<file path="config.mk">
export PLATFORM = sky130hd
export DESIGN_NAME = reg_step_ctrl
export DESIGN_NICKNAME = d
export VERILOG_FILES = /design/src/rtl/reg_step_ctrl.sv
export SDC_FILE = /design/constraint.sdc
export NUM_CORES = 1
export LEC_CHECK = 0
export BUFFER_PORTS_ARGS = -buffer_cell sky130_fd_sc_hd__buf_2
export CAP_MARGIN = 20
export CORE_MARGIN = 3
export CORE_UTILIZATION = 40
export DETAILED_ROUTE_END_ITERATION = 16
export GPL_ROUTABILITY_DRIVEN = 0
export PLACE_DENSITY_LB_ADDON = 0.15
export SYNTH_ARGS = -nofsm -noshare
export SYNTH_HDL_FRONTEND = slang
export SYNTH_SLANG_ARGS = --single-unit
export TNS_END_PERCENT = 1
</file>
<file path="constraint.sdc">
create_clock -name clk -period 2 [get_ports clk]
set_input_delay 0 -clock clk [delete_from_list [all_inputs] [get_ports clk]]
set_output_delay 0 -clock clk [all_outputs]
set_load 0.05 [all_outputs]
</file>
<file path="src/rtl/reg_step_ctrl.sv">
// Sequencing controller for the loop/pointer registers r0-r3 and the PC.
// Time-shares one external register-arithmetic unit across the REG and PCU steps.
module reg_step_ctrl (
  input  logic       clk,
  input  logic       rst_n,
  input  logic       op_valid,
  output logic       op_ready,
  input  logic [1:0] op,
  input  logic [1:0] rsel,
  input  logic [2:0] v,
  input  logic       wr_en,
  input  logic [1:0] wr_sel,
  input  logic [7:0] wr_data,
  input  logic [1:0] rd_sel,
  output logic [7:0] rd_data,
  output logic [7:0] pc,
  output logic       done,
  output logic [7:0] ar_x,
  output logic [2:0] ar_v,
  output logic       ar_incr,
  output logic       ar_decr,
  output logic       ar_jizr,
  output logic       ar_jnzr,
  input  logic [7:0] ar_res
);

  typedef enum logic [1:0] {
    IDLE = 2'b00,
    REG  = 2'b01,
    PCU  = 2'b10
  } state_t;

  typedef enum logic [1:0] {
    OP_INCR = 2'b00,
    OP_DECR = 2'b01,
    OP_JIZR = 2'b10,
    OP_JNZR = 2'b11
  } op_t;

  state_t     state, state_nxt;
  op_t        op_l;
  logic [1:0] rsel_l;
  logic [2:0] v_l;
  logic       zero_l;
  logic [7:0] r [4];

  logic       accept;
  logic       reg_we;
  logic       pc_we;
  logic       taken;

  assign rd_data = r[rd_sel];
  assign taken   = ((op_l == OP_JIZR) &&  zero_l) ||
                   ((op_l == OP_JNZR) && !zero_l);

  always_comb begin
    state_nxt = state;
    op_ready  = 1'b0;
    accept    = 1'b0;
    reg_we    = 1'b0;
    pc_we     = 1'b0;
    ar_x      = '0;
    ar_v      = '0;
    ar_incr   = 1'b0;
    ar_decr   = 1'b0;
    ar_jizr   = 1'b0;
    ar_jnzr   = 1'b0;
    case (state)
      IDLE: begin
        // an external load owns this cycle, so no instruction is accepted
        op_ready = ~wr_en;
        if (op_valid && !wr_en) begin
          accept    = 1'b1;
          state_nxt = op[1] ? PCU : REG;
        end
      end
      REG: begin
        ar_x      = r[rsel_l];
        ar_incr   = (op_l == OP_INCR);
        ar_decr   = (op_l == OP_DECR);
        reg_we    = 1'b1;
        state_nxt = PCU;
      end
      PCU: begin
        ar_x  = pc;
        pc_we = 1'b1;
        if (taken) begin
          ar_v    = v_l;
          ar_jizr = (op_l == OP_JIZR);
          ar_jnzr = (op_l == OP_JNZR);
        end else begin
          ar_incr = 1'b1;
        end
        state_nxt = IDLE;
      end
      default: state_nxt = IDLE;
    endcase
  end

  always_ff @(posedge clk or negedge rst_n) begin
    if (!rst_n) begin
      state  <= IDLE;
      op_l   <= OP_INCR;
      rsel_l <= '0;
      v_l    <= '0;
      zero_l <= 1'b0;
      pc     <= '0;
      done   <= 1'b0;
      for (int unsigned i = 0; i < 4; i++) r[i] <= '0;
    end else begin
      state <= state_nxt;
      done  <= pc_we;
      if (accept) begin
        op_l   <= op_t'(op);
        rsel_l <= rsel;
        v_l    <= v;
        zero_l <= (r[rsel] == 8'h00);
      end
      if ((state == IDLE) && wr_en) r[wr_sel] <= wr_data;
      if (reg_we) r[rsel_l] <= ar_res;
      if (pc_we)  pc <= ar_res;
    end
  end

endmodule

</file>
==> summary.txt, run 1 <==
Outcome
  • Status: completed

Floorplan
  • Number of I/O pins: 64
  • Die area: 8606 sq um
  • Die Ht: ~93 microns
  • Die width: between 90 and 100 microns
  • Initial core utilization: 41.30%
  • Core area: 7292 sq um
  • Row cnt: 31

Pwr
  • Switching share of power: 47.90%
  • Leakage power: 0.001763 uW
  • Logic gate share of total power: 53.6%
  • NetSw: 2816 uW
  • Maximum VDD drop: 0.0005756 V
  • Total power: 5878 uW
  • Internal power: 3063 uW
  • Clk pwr share: 10.1%
  • Power per cell area: 1577 nW/um^2
  • Reg power frac: 36.3%

Synthesis
  • Cell accounting for the most synthesized area: dfrtp_1
  • Gate Count Post-Synth: 280
  • Post-Syn Nets: roughly 320
  • Ys async rst share: 100.0%
  • EDFF count, synth: 0
  • Synth warnings: 0
  • #FFs+latches synth: between 50 and 60
  • Register area share after synthesis: 42.38%
  • Syn Std Cell Area: 3012 sq um
  • Ys flop type: dfrtp_1
  • Top cell type's share of synthesized area: a little over two fifths
  • Cell variety after synth: 39
  • Synthesized area per cell: between 10 and 15 sq um
  • Synth top area cells: dfrtp_1 42%, mux2i_1 11%, mux4_2 10%

STA
  • Slew Limit Headroom: 57.24%
  • RSZ-0062 raised after global routing: no
  • Tmin final: 1.873 ns
  • Slew Limit Fails: 0
  • Least-Margin Pin Slew: 0.6414 ns
  • Tcrit/Tclk final: 93.67%
  • Fmax: approximately 530 MHz
  • Final setup vio count: 0
  • Fin Clk Skew: 0.01094 ns
  • Setup TNS: 0 ns
  • Final hold vios: 0

Layout
  • Commonest non-fill, non-tap cell in the layout: buf_2
  • Synth-to-layout area growth: 23.81%
  • Fillers: a little under 700
  • Antenna Cells: 0
  • Commonest cells after routing, fill and taps aside: 63 x buf_2, 50 x dfrtp_1, 39 x nand2_1
  • Final nets: roughly 400
  • Area of the multi-input gates: 1637 sq um
  • Share of layout cells above drive strength 1: 31.42%
  • Register area: about 1300 sq um

Route
  • Detailed-route DRC error count: 0
  • Drt pass-1 iters: 5
  • DR vias/cell: around 5.4
  • DRT iter0 DRCs: 220
  • Final ANT Viol Nets: 0
  • Routed len/inst: 17.78 microns
  • Vias post-DR: 2,522
  • Routed WL: 8270 microns

Setup path
  • Crit Path Category: flop to output port
  • Slowest CP cell: mux4_1
  • CP top delay family: multiplexers
  • CP Cell Sequence: mux4_1 -> a22oi_1 -> nor2b_1 -> buf_2
  • CP Buf/Inv Count: 1
  • CP Capture Type: output port
  • Crit path max fanout: 9
  • Critical Path AT: 1.87 ns
  • CP max stage delay: 0.59 ns
  • Critical Path Source Type: flop
  • Worst EP required: about 2.0 ns

Global route
  • GRT Overall Usage: 20.22%
  • Vias in the first global route: ~2,400
  • Initial antenna violation count: 0
  • Pin count of the biggest net entering global routing: 27
  • GR Overflow Total: 0
  • First-pass GRT wire length: 13,440 microns

Clock network
  • Max Root-Sink Buffers: 2
  • H-tree depth: 2
  • Root Driver: clkbuf_8
  • CTS tree: done
  • Setup bufs post-CTS: 0
  • Clock latency on the worst-skew pair: 0.31 ns
  • CTS Sinks: 51
  • Clock transition at path regs: about 0.1 ns
  • Number of CTS-inserted buffers: 5

Job
  • # Max-Cap Violations: 0

Placement
  • DP HPWL: between 6000 and 7000 microns
  • Port bufs: 63

Hold path
  • Hold crit path type: input port to flop
[power groups by stage]
stage	Sequential, uW	Combinational [uW]	Clock [uW]
CTS	2120	3180	615
floorplan	2240	2200	0
global placement	2130	3110	0
finish	2140	3150	592
global route	2220	3390	659
detailed placement	2140	3140	0
[cells in the mapped netlist, types with 4 or more instances]
library cell	count
a21oi_1	19
a22oi_1	8
and2_1	4
buf_2	7
clkbuf_1	4
dfrtp_1	51
ha_1	5
mux2_2	8
mux2i_1	32
mux4_2	14
nand2_1	39
nor2_1	21
nor2b_1	9
nor4_1	4
o21ai_0	16
[final cells by class]
| cell class | instances | area share (%) |
|---|---|---|
| clock buffer | 7 | 2.047 |
| clock inverter | 1 | 0.1342 |
| inverter | 3 | 0.3020 |
| multi-input combinational | 210 | 43.89 |
| sequential | 51 | 34.26 |
| tap | 99 | 3.322 |
| timing repair buffer | 94 | 16.04 |
[final timing paths]
check | from | to | slack [ns] | depth (start not counted)
max reg2reg | state[1] | r[27] | 0.25 | 7
min in group asynchronous | rst_n | v_l[2] | 0.24 | 2
min reg2reg | v_l[2] | v_l[2] | 0.48 | 2
min | ar_res[7] | r[7] | 0.004 | 3
max | rsel_l[0] | ar_x[4] | 0.13 | 4
max in group asynchronous | rst_n | r[29] | 1.18 | 3
[registers in the layout, summed over array words and instances (netlist names)]
signal / flops
r: 32
v_l: 3
zero_l: 1
done: 1
state: 2
rsel_l: 2
pc: 8
op_l: 2
[timing repair]
item	in CTS	in global routing
setup endpoints to repair	1	2
hold buffers	15	0
hold endpoints to repair	50	0
resized for setup	1	1
[worst register-to-register path, stage by stage (launching register included)]
cell     delay (ns)
dfrtp_1        0.41
inv_1          0.13
ha_1           0.34
nand2_1        0.14
nor3_4         0.11
buf_4          0.22
mux2i_1        0.20
o21ai_0        0.09
[through the flow]
step                utilization [%]  cell area, sq um  setup WS, ns  std cells  hold slack, ns
floorplan                         -              3012        0.1744        280         -0.2956
global placement              47.91              3493        0.3171        442         0.06537
detailed placement            47.91              3493        0.2414        442         0.05999
CTS                           51.10              3726      0.008913        465        0.003527
global route                  51.13              3729       0.02236        465         0.02815
finish                        51.13              3729        0.1266        465        0.003998
[logic make-up after synthesis]
family,synth area share (%)
AOI/OAI and AO/OA,9.223
and+or+nand+nor,17.12
adders and majority gates,2.077
buffers and inverters,3.365
DFF,42.38
muxes,25.84
[routing by layer]
metal / track usage, % / vias to the layer above / part of all wire [%]
li1: - / 1190 / -
met2: 31.55 / 102 / 46
met3: 3.331 / 9 / 5.8
met4: 4.274 / 0 / 1.1
met1: 29.68 / 1221 / 47
met5: 0 / - / 0
Power figures use the tool's default switching activity.
==> run 2: changes to the inputs <==
- CORE_MARGIN: 3 -> 8
==> summary.txt, run 2 (synthesized netlist as in run 1, its figures left out) <==
Outcome
  • Status: complete, but fails checks (was completed)
  • Violated checks: hold timing

Route
  • Metal-1 WL: 3921 microns (was 3911 microns)
  • Met2 Wirelength: 4094 microns (was 3793 microns)
  • DRT iter0 DRCs: 132 (was 220)
  • Detailed-route DRC error count: 0 (unchanged)
  • Routed len/inst: 18.74 microns (was 17.78 microns)
  • DR vias/cell: 5.332 (was 5.424)
  • Met3 wire len: 614 microns (was 477 microns)
  • Drt pass-1 iters: 4 (was 5)
  • Final ANT Viol Nets: 0 (unchanged)
  • Routed WL: 8753 microns (was 8270 microns)
  • Top Layer Used: met4 (unchanged)
  • Vias post-DR: 2,490 (was 2,522)

Hold path
  • HP Start: ar_res[3] (was ar_res[7])
  • Hold path cells: 3 (unchanged)
  • Hold crit path type: input port to flop (unchanged)

Floorplan
  • Initial core utilization: 41.30% (unchanged)
  • Number of I/O pins: 64 (unchanged)
  • Die Ht: 102.8 microns (was 92.77 microns)
  • Row cnt: 31 (unchanged)
  • Die area: 10,560 sq um (was 8606 sq um)
  • Core area: 7292 sq um (unchanged)
  • Die width: 102.8 microns (was 92.77 microns)

Pwr
  • Maximum VDD drop: 0.0004160 V (was 0.0005756 V)
  • Total power: 5903 uW (was 5878 uW)
  • Power per cell area: 1583 nW/um^2 (was 1577 nW/um^2)
  • Switching share of power: 48.06% (was 47.90%)
  • NetSw: 2837 uW (was 2816 uW)
  • Reg power frac: 36.3% (about the same)
  • Leakage power: 0.001769 uW (was 0.001763 uW)
  • Clk pwr share: 9.9% (was 10.1%)
  • Internal power: 3066 uW (was 3063 uW)
  • Logic gate share of total power: 53.9% (was 53.6%)

Setup path
  • Reg2Reg Depth: 7 (unchanged)
  • Worst EP required: 2.00 ns (about the same)
  • Crit path max fanout: 9 (unchanged)
  • Worst setup startpoint: rsel_l[0] (unchanged)
  • Critical Path Source Type: flop (unchanged)
  • CP Capture Type: output port (unchanged)
  • Reg-to-Reg Start: state[1] (unchanged)
  • Crit Path Category: flop to output port (unchanged)
  • Critical Path AT: 1.89 ns (was 1.87 ns)

STA
  • Fin Clk Skew: 0.003610 ns (was 0.01094 ns)
  • Setup TNS: 0 ns (unchanged)
  • Least-Margin Pin Slew: 0.5349 ns (was 0.6414 ns)
  • Final setup vio count: 0 (unchanged)
  • Slew Limit Headroom: 64.34% (was 57.24%)
  • Final hold vios: 1 (was 0)
  • Slew Limit Fails: 0 (unchanged)
  • RSZ-0062 raised after global routing: no (unchanged)
  • Tcrit/Tclk final: 94.32% (was 93.67%)
  • Fmax: 530.1 MHz (was 533.8 MHz)
  • WHS: -0.004665 ns (was 0.003998 ns)
  • Tmin final: 1.886 ns (was 1.873 ns)

Global route
  • GR Overflow Total: 0 (unchanged)
  • GRT Overall Usage: 17.11% (was 20.22%)
  • Pin count of the biggest net entering global routing: 25 (was 27)
  • Initial antenna violation count: 0 (unchanged)
  • First-pass GRT wire length: 13,710 microns (was 13,440 microns)
  • Vias in the first global route: 2,570 (was 2,447)

Clock network
  • Number of CTS-inserted buffers: 5 (unchanged)
  • Setup bufs post-CTS: 0 (unchanged)
  • Root Driver: clkbuf_8 (unchanged)
  • Clock transition at path regs: 0.09 ns (was 0.10 ns)
  • H-tree depth: 2 (unchanged)
  • CTS tree: done (unchanged)
  • CTS Sinks: 51 (unchanged)
  • Clock latency on the worst-skew pair: 0.30 ns (was 0.31 ns)
  • Max Root-Sink Buffers: 2 (unchanged)

Layout
  • Share of layout cells above drive strength 1: 31.52% (was 31.42%)
  • Synth-to-layout area growth: 23.81% (unchanged)
  • Fillers: 675 (was 690)
  • Final nets: 403 (was 401)
  • Commonest non-fill, non-tap cell in the layout: buf_2 (unchanged)
  • Biggest regs: r: 32 flops, pc: 8 flops, v_l: 3 flops (unchanged)
  • Top reg by flops: r (unchanged)
  • Area of the multi-input gates: 1634 sq um (was 1637 sq um)
  • Largest register FFs: 32 (unchanged)
  • Commonest cells after routing, fill and taps aside: 63 x buf_2, 50 x dfrtp_1, 39 x nand2_1 (unchanged)
  • Register area: 1277 sq um (unchanged)
  • Antenna Cells: 0 (unchanged)

Placement
  • Port bufs: 63 (unchanged)
  • DP HPWL: 6584 microns (was 6161 microns)

Job
  • # Max-Cap Violations: 0 (unchanged)
run 2: cell types whose count changed in the layout (fill, tap and decap cells not counted):
cell / change
ha_1: +1
buf_12: -1
ha_2: -1
buf_4: +3
run 2: power groups by stage:
stage               clock network (uW)  registers, uW  logic, uW
finish                             583           2140       3180
global route                       635           2200       3420
CTS                                604           2120       3210
detailed placement                   0           2140       3170
global placement                     0           2130       3140
floorplan                            0           2240       2200
run 2: worst paths after layout:
| kind | end | slack (ns) |
|---|---|---|
| worst max-delay path | ar_x[4] | 0.11 |
| worst min-delay path | r[27] | -0.005 |
| worst max register to register | r[25] | 0.23 |
| worst min register to register | v_l[0] | 0.47 |
| max in group asynchronous | rsel_l[0] | 1.17 |
| min in group asynchronous | v_l[2] | 0.20 |
run 2: layout make-up:
cell class | count | area share [%]
Tap cell | 99 | 3.322
Timing Repair Buffer | 96 | 16.11
Clock buffer | 7 | 2.047
Clock inverter | 1 | 0.1342
Sequential cell | 51 | 34.26
Multi-Input combinational cell | 210 | 43.83
Inverter | 3 | 0.3020
run 2: worst max-delay path, stage by stage, from the launching register on:
cell and delay (ns):
dfrtp_2 0.53, mux4_1 0.61, a22oi_1 0.16, nor2b_1 0.07
buf_2 0.21
run 2: repair_timing:
action / in CTS / in global routing
setup endpoints to repair: 2 / 0
resized for setup: 1 / 0
hold buffers: 15 / 0
hold endpoints to repair: 46 / 0
run 2: per-stage QoR:
step                      util (%)  instances  setup WS, ns  area (sq um)
after detailed placement     47.94        444        0.2467          3496
after global routing         51.13        467       0.02426          3729
after floorplan                  -        280        0.1744          3012
after CTS                    51.13        467       0.09480          3729
after global placement       47.94        444        0.3170          3496
final                        51.13        467        0.1136          3729
run 2: per-layer routing:
metal | track usage (%) | vias to the layer above
li1 | - | 1196
met1 | 22.14 | 1191
met2 | 28.27 | 90
met3 | 3.376 | 13
met4 | 5.006 | 0
met5 | 0 | -
==> run 3: changes to the inputs <==
- CORE_UTILIZATION: 40 -> 42
==> summary.txt, run 3 (synthesized netlist as in run 1, its figures left out) <==
Floorplan
  • Die Ht: 100.7 microns (was 102.8 microns)
  • Die width: 100.7 microns (was 102.8 microns)
  • Number of I/O pins: 64 (unchanged)
  • Initial core utilization: 42.43% (was 41.30%)
  • Die area: 10,140 sq um (was 10,560 sq um)
  • Row cnt: 31 (unchanged)
  • Core area: 7098 sq um (was 7292 sq um)

Route
  • DRT iter0 DRCs: 160 (was 132)
  • Routed len/inst: 18.56 microns (was 18.74 microns)
  • Routed WL: 8629 microns (was 8753 microns)
  • Metal-1 WL: 3899 microns (was 3921 microns)
  • Met2 Wirelength: 3981 microns (was 4094 microns)
  • Final ANT Viol Nets: 0 (unchanged)
  • Top Layer Used: met4 (unchanged)
  • DR vias/cell: 5.458 (was 5.332)
  • Vias post-DR: 2,538 (was 2,490)
  • Detailed-route DRC error count: 0 (unchanged)
  • Met3 wire len: 680 microns (was 614 microns)
  • Drt pass-1 iters: 4 (unchanged)

Setup path
  • Critical Path AT: 1.87 ns (was 1.89 ns)
  • FF-to-FF setup slack: 0.35 ns (was 0.23 ns)
  • Reg2Reg Depth: 6 (was 7)
  • CP Cell Sequence: mux4_1 -> a22oi_1 -> nor2b_1 -> buf_2 (unchanged)
  • RR Endpoint: zero_l (was r[25])
  • Reg-to-Reg Start: state[0] (was state[1])
  • CP max stage delay: 0.60 ns (was 0.61 ns)
  • Crit Path Category: flop to output port (unchanged)
  • Slowest CP cell: mux4_1 (unchanged)
  • Crit path max fanout: 9 (unchanged)
  • CP Buf/Inv Count: 1 (unchanged)
  • Critical Path Source Type: flop (unchanged)
  • CP Capture Type: output port (unchanged)
  • Worst EP required: 2.00 ns (about the same)
  • CP top delay family: multiplexers (unchanged)

STA
  • WHS: 0.006927 ns (was -0.004665 ns)
  • RSZ-0062 raised after global routing: no (unchanged)
  • Final setup vio count: 0 (unchanged)
  • Setup TNS: 0 ns (unchanged)
  • Fmax: 536.2 MHz (was 530.1 MHz)
  • Least-Margin Pin Slew: 0.4030 ns (was 0.5349 ns)
  • Slew Limit Fails: 0 (unchanged)
  • Fin Clk Skew: 0.002865 ns (was 0.003610 ns)
  • Tmin final: 1.865 ns (was 1.886 ns)
  • Final hold vios: 0 (was 1)
  • Tcrit/Tclk final: 93.25% (was 94.32%)
  • Slew Limit Headroom: 73.14% (was 64.34%)

Global route
  • Pin count of the biggest net entering global routing: 22 (was 25)
  • GR Overflow Total: 0 (unchanged)
  • First-pass GRT wire length: 14,140 microns (was 13,710 microns)
  • Vias in the first global route: 2,624 (was 2,570)
  • GRT Overall Usage: 17.84% (was 17.11%)
  • Initial antenna violation count: 0 (unchanged)

Hold path
  • Hold EP: r[3] (was r[27])
  • Hold path cells: 3 (unchanged)
  • HP Start: ar_res[3] (unchanged)
  • Hold crit path type: input port to flop (unchanged)

Pwr
  • Maximum VDD drop: 0.0006322 V (was 0.0004160 V)
  • Power per cell area: 1590 nW/um^2 (was 1583 nW/um^2)
  • Leakage power: 0.001772 uW (was 0.001769 uW)

Clock network
  • Root Driver: clkbuf_8 (unchanged)
  • CTS Sinks: 51 (unchanged)
  • Clock transition at path regs: 0.09 ns (about the same)
  • Number of CTS-inserted buffers: 5 (unchanged)
  • H-tree depth: 2 (unchanged)
  • Max Root-Sink Buffers: 2 (unchanged)
  • Clock latency on the worst-skew pair: 0.30 ns (about the same)
  • CTS tree: done (unchanged)

Layout
  • Fin cells: 465 (was 467)
  • Top reg by flops: r (unchanged)
  • Biggest regs: r: 32 flops, pc: 8 flops, v_l: 3 flops (unchanged)
  • Antenna Cells: 0 (unchanged)
  • Final nets: 402 (was 403)
  • Commonest non-fill, non-tap cell in the layout: buf_2 (unchanged)
  • Commonest cells after routing, fill and taps aside: 63 x buf_2, 50 x dfrtp_1, 39 x nand2_1 (unchanged)
  • Area of the multi-input gates: 1634 sq um (unchanged)
  • Synth-to-layout area growth: 24.10% (was 23.81%)
  • Share of layout cells above drive strength 1: 31.97% (was 31.52%)
  • Fillers: 674 (was 675)
  • Largest register FFs: 32 (unchanged)
  • Register area: 1277 sq um (unchanged)

Placement
  • Post-Place Cells: 444 (unchanged)
  • DP HPWL: 6614 microns (was 6584 microns)
  • Port bufs: 63 (unchanged)

Outcome
  • Status: completed (was complete, but fails checks)

Job
  • # Max-Cap Violations: 0 (unchanged)
-- run 3: cell count changes in the layout (fill, tap and decap cells not counted), sizes merged --
cell / delta
dlygate4sd3: -1
clkbuf: -1
-- run 3: layout make-up --
cell class | count | share of cell area (%)
clock buffers | 6 | 2.210
clock inverters | 1 | 0.1339
inverters | 3 | 0.3013
multi-input cells | 210 | 43.72
flip-flops and latches | 51 | 34.18
well taps | 99 | 3.314
repair buffers | 95 | 16.14
-- run 3: worst max-delay path by stage --
stage	start	endpoint	slack (ns)	cells after the start
floorplan	state[0]	ar_x[6]	0.17	5
global placement	rsel_l[0]	ar_x[4]	0.37	4
detailed placement	rsel_l[0]	ar_x[4]	0.32	4
CTS	rsel_l[0]	ar_x[4]	0.12	4
global route	rsel_l[0]	ar_x[4]	0.05	4
finish	rsel_l[0]	ar_x[4]	0.13	4
-- run 3: stage by stage --
| step | util, % | setup WS (ns) | power [uW] | cell area, sq um |
|---|---|---|---|---|
| after floorplan | - | 0.1744 | 4442 | 3012 |
| after global placement | 49.43 | 0.3686 | 5270 | 3508 |
| after detailed placement | 49.43 | 0.3162 | 5348 | 3508 |
| after CTS | 52.65 | 0.1178 | 5984 | 3737 |
| after global routing | 52.65 | 0.05399 | 6302 | 3737 |
| final | 52.65 | 0.1350 | 5943 | 3737 |
-- run 3: layer usage --
layer | vias up | GRT usage, %
li1 | 1195 | -
met1 | 1242 | 23.68
met2 | 96 | 28.99
met3 | 5 | 3.867
met4 | 0 | 3.721
met5 | - | 0
-- run 3: power by group --
part           switching [uW]  leakage [uW]  internal [uW]
Sequential                589      0.000609           1550
Combinational            1910       0.00112           1280
Clock                     339     0.0000470            273
-- run 3: tightest hold or removal path: stages --
cell and delay [ns]:
buf_2 0.14, nand2_1 0.06, o21ai_0 0.07
-- run 3: timing repair --
item,in CTS,in global routing
buffers inserted,0,0
hold buffers,14,0
hold endpoints to repair,34,0
gates resized for setup,1,0
endpoints found under the setup margin,1,0
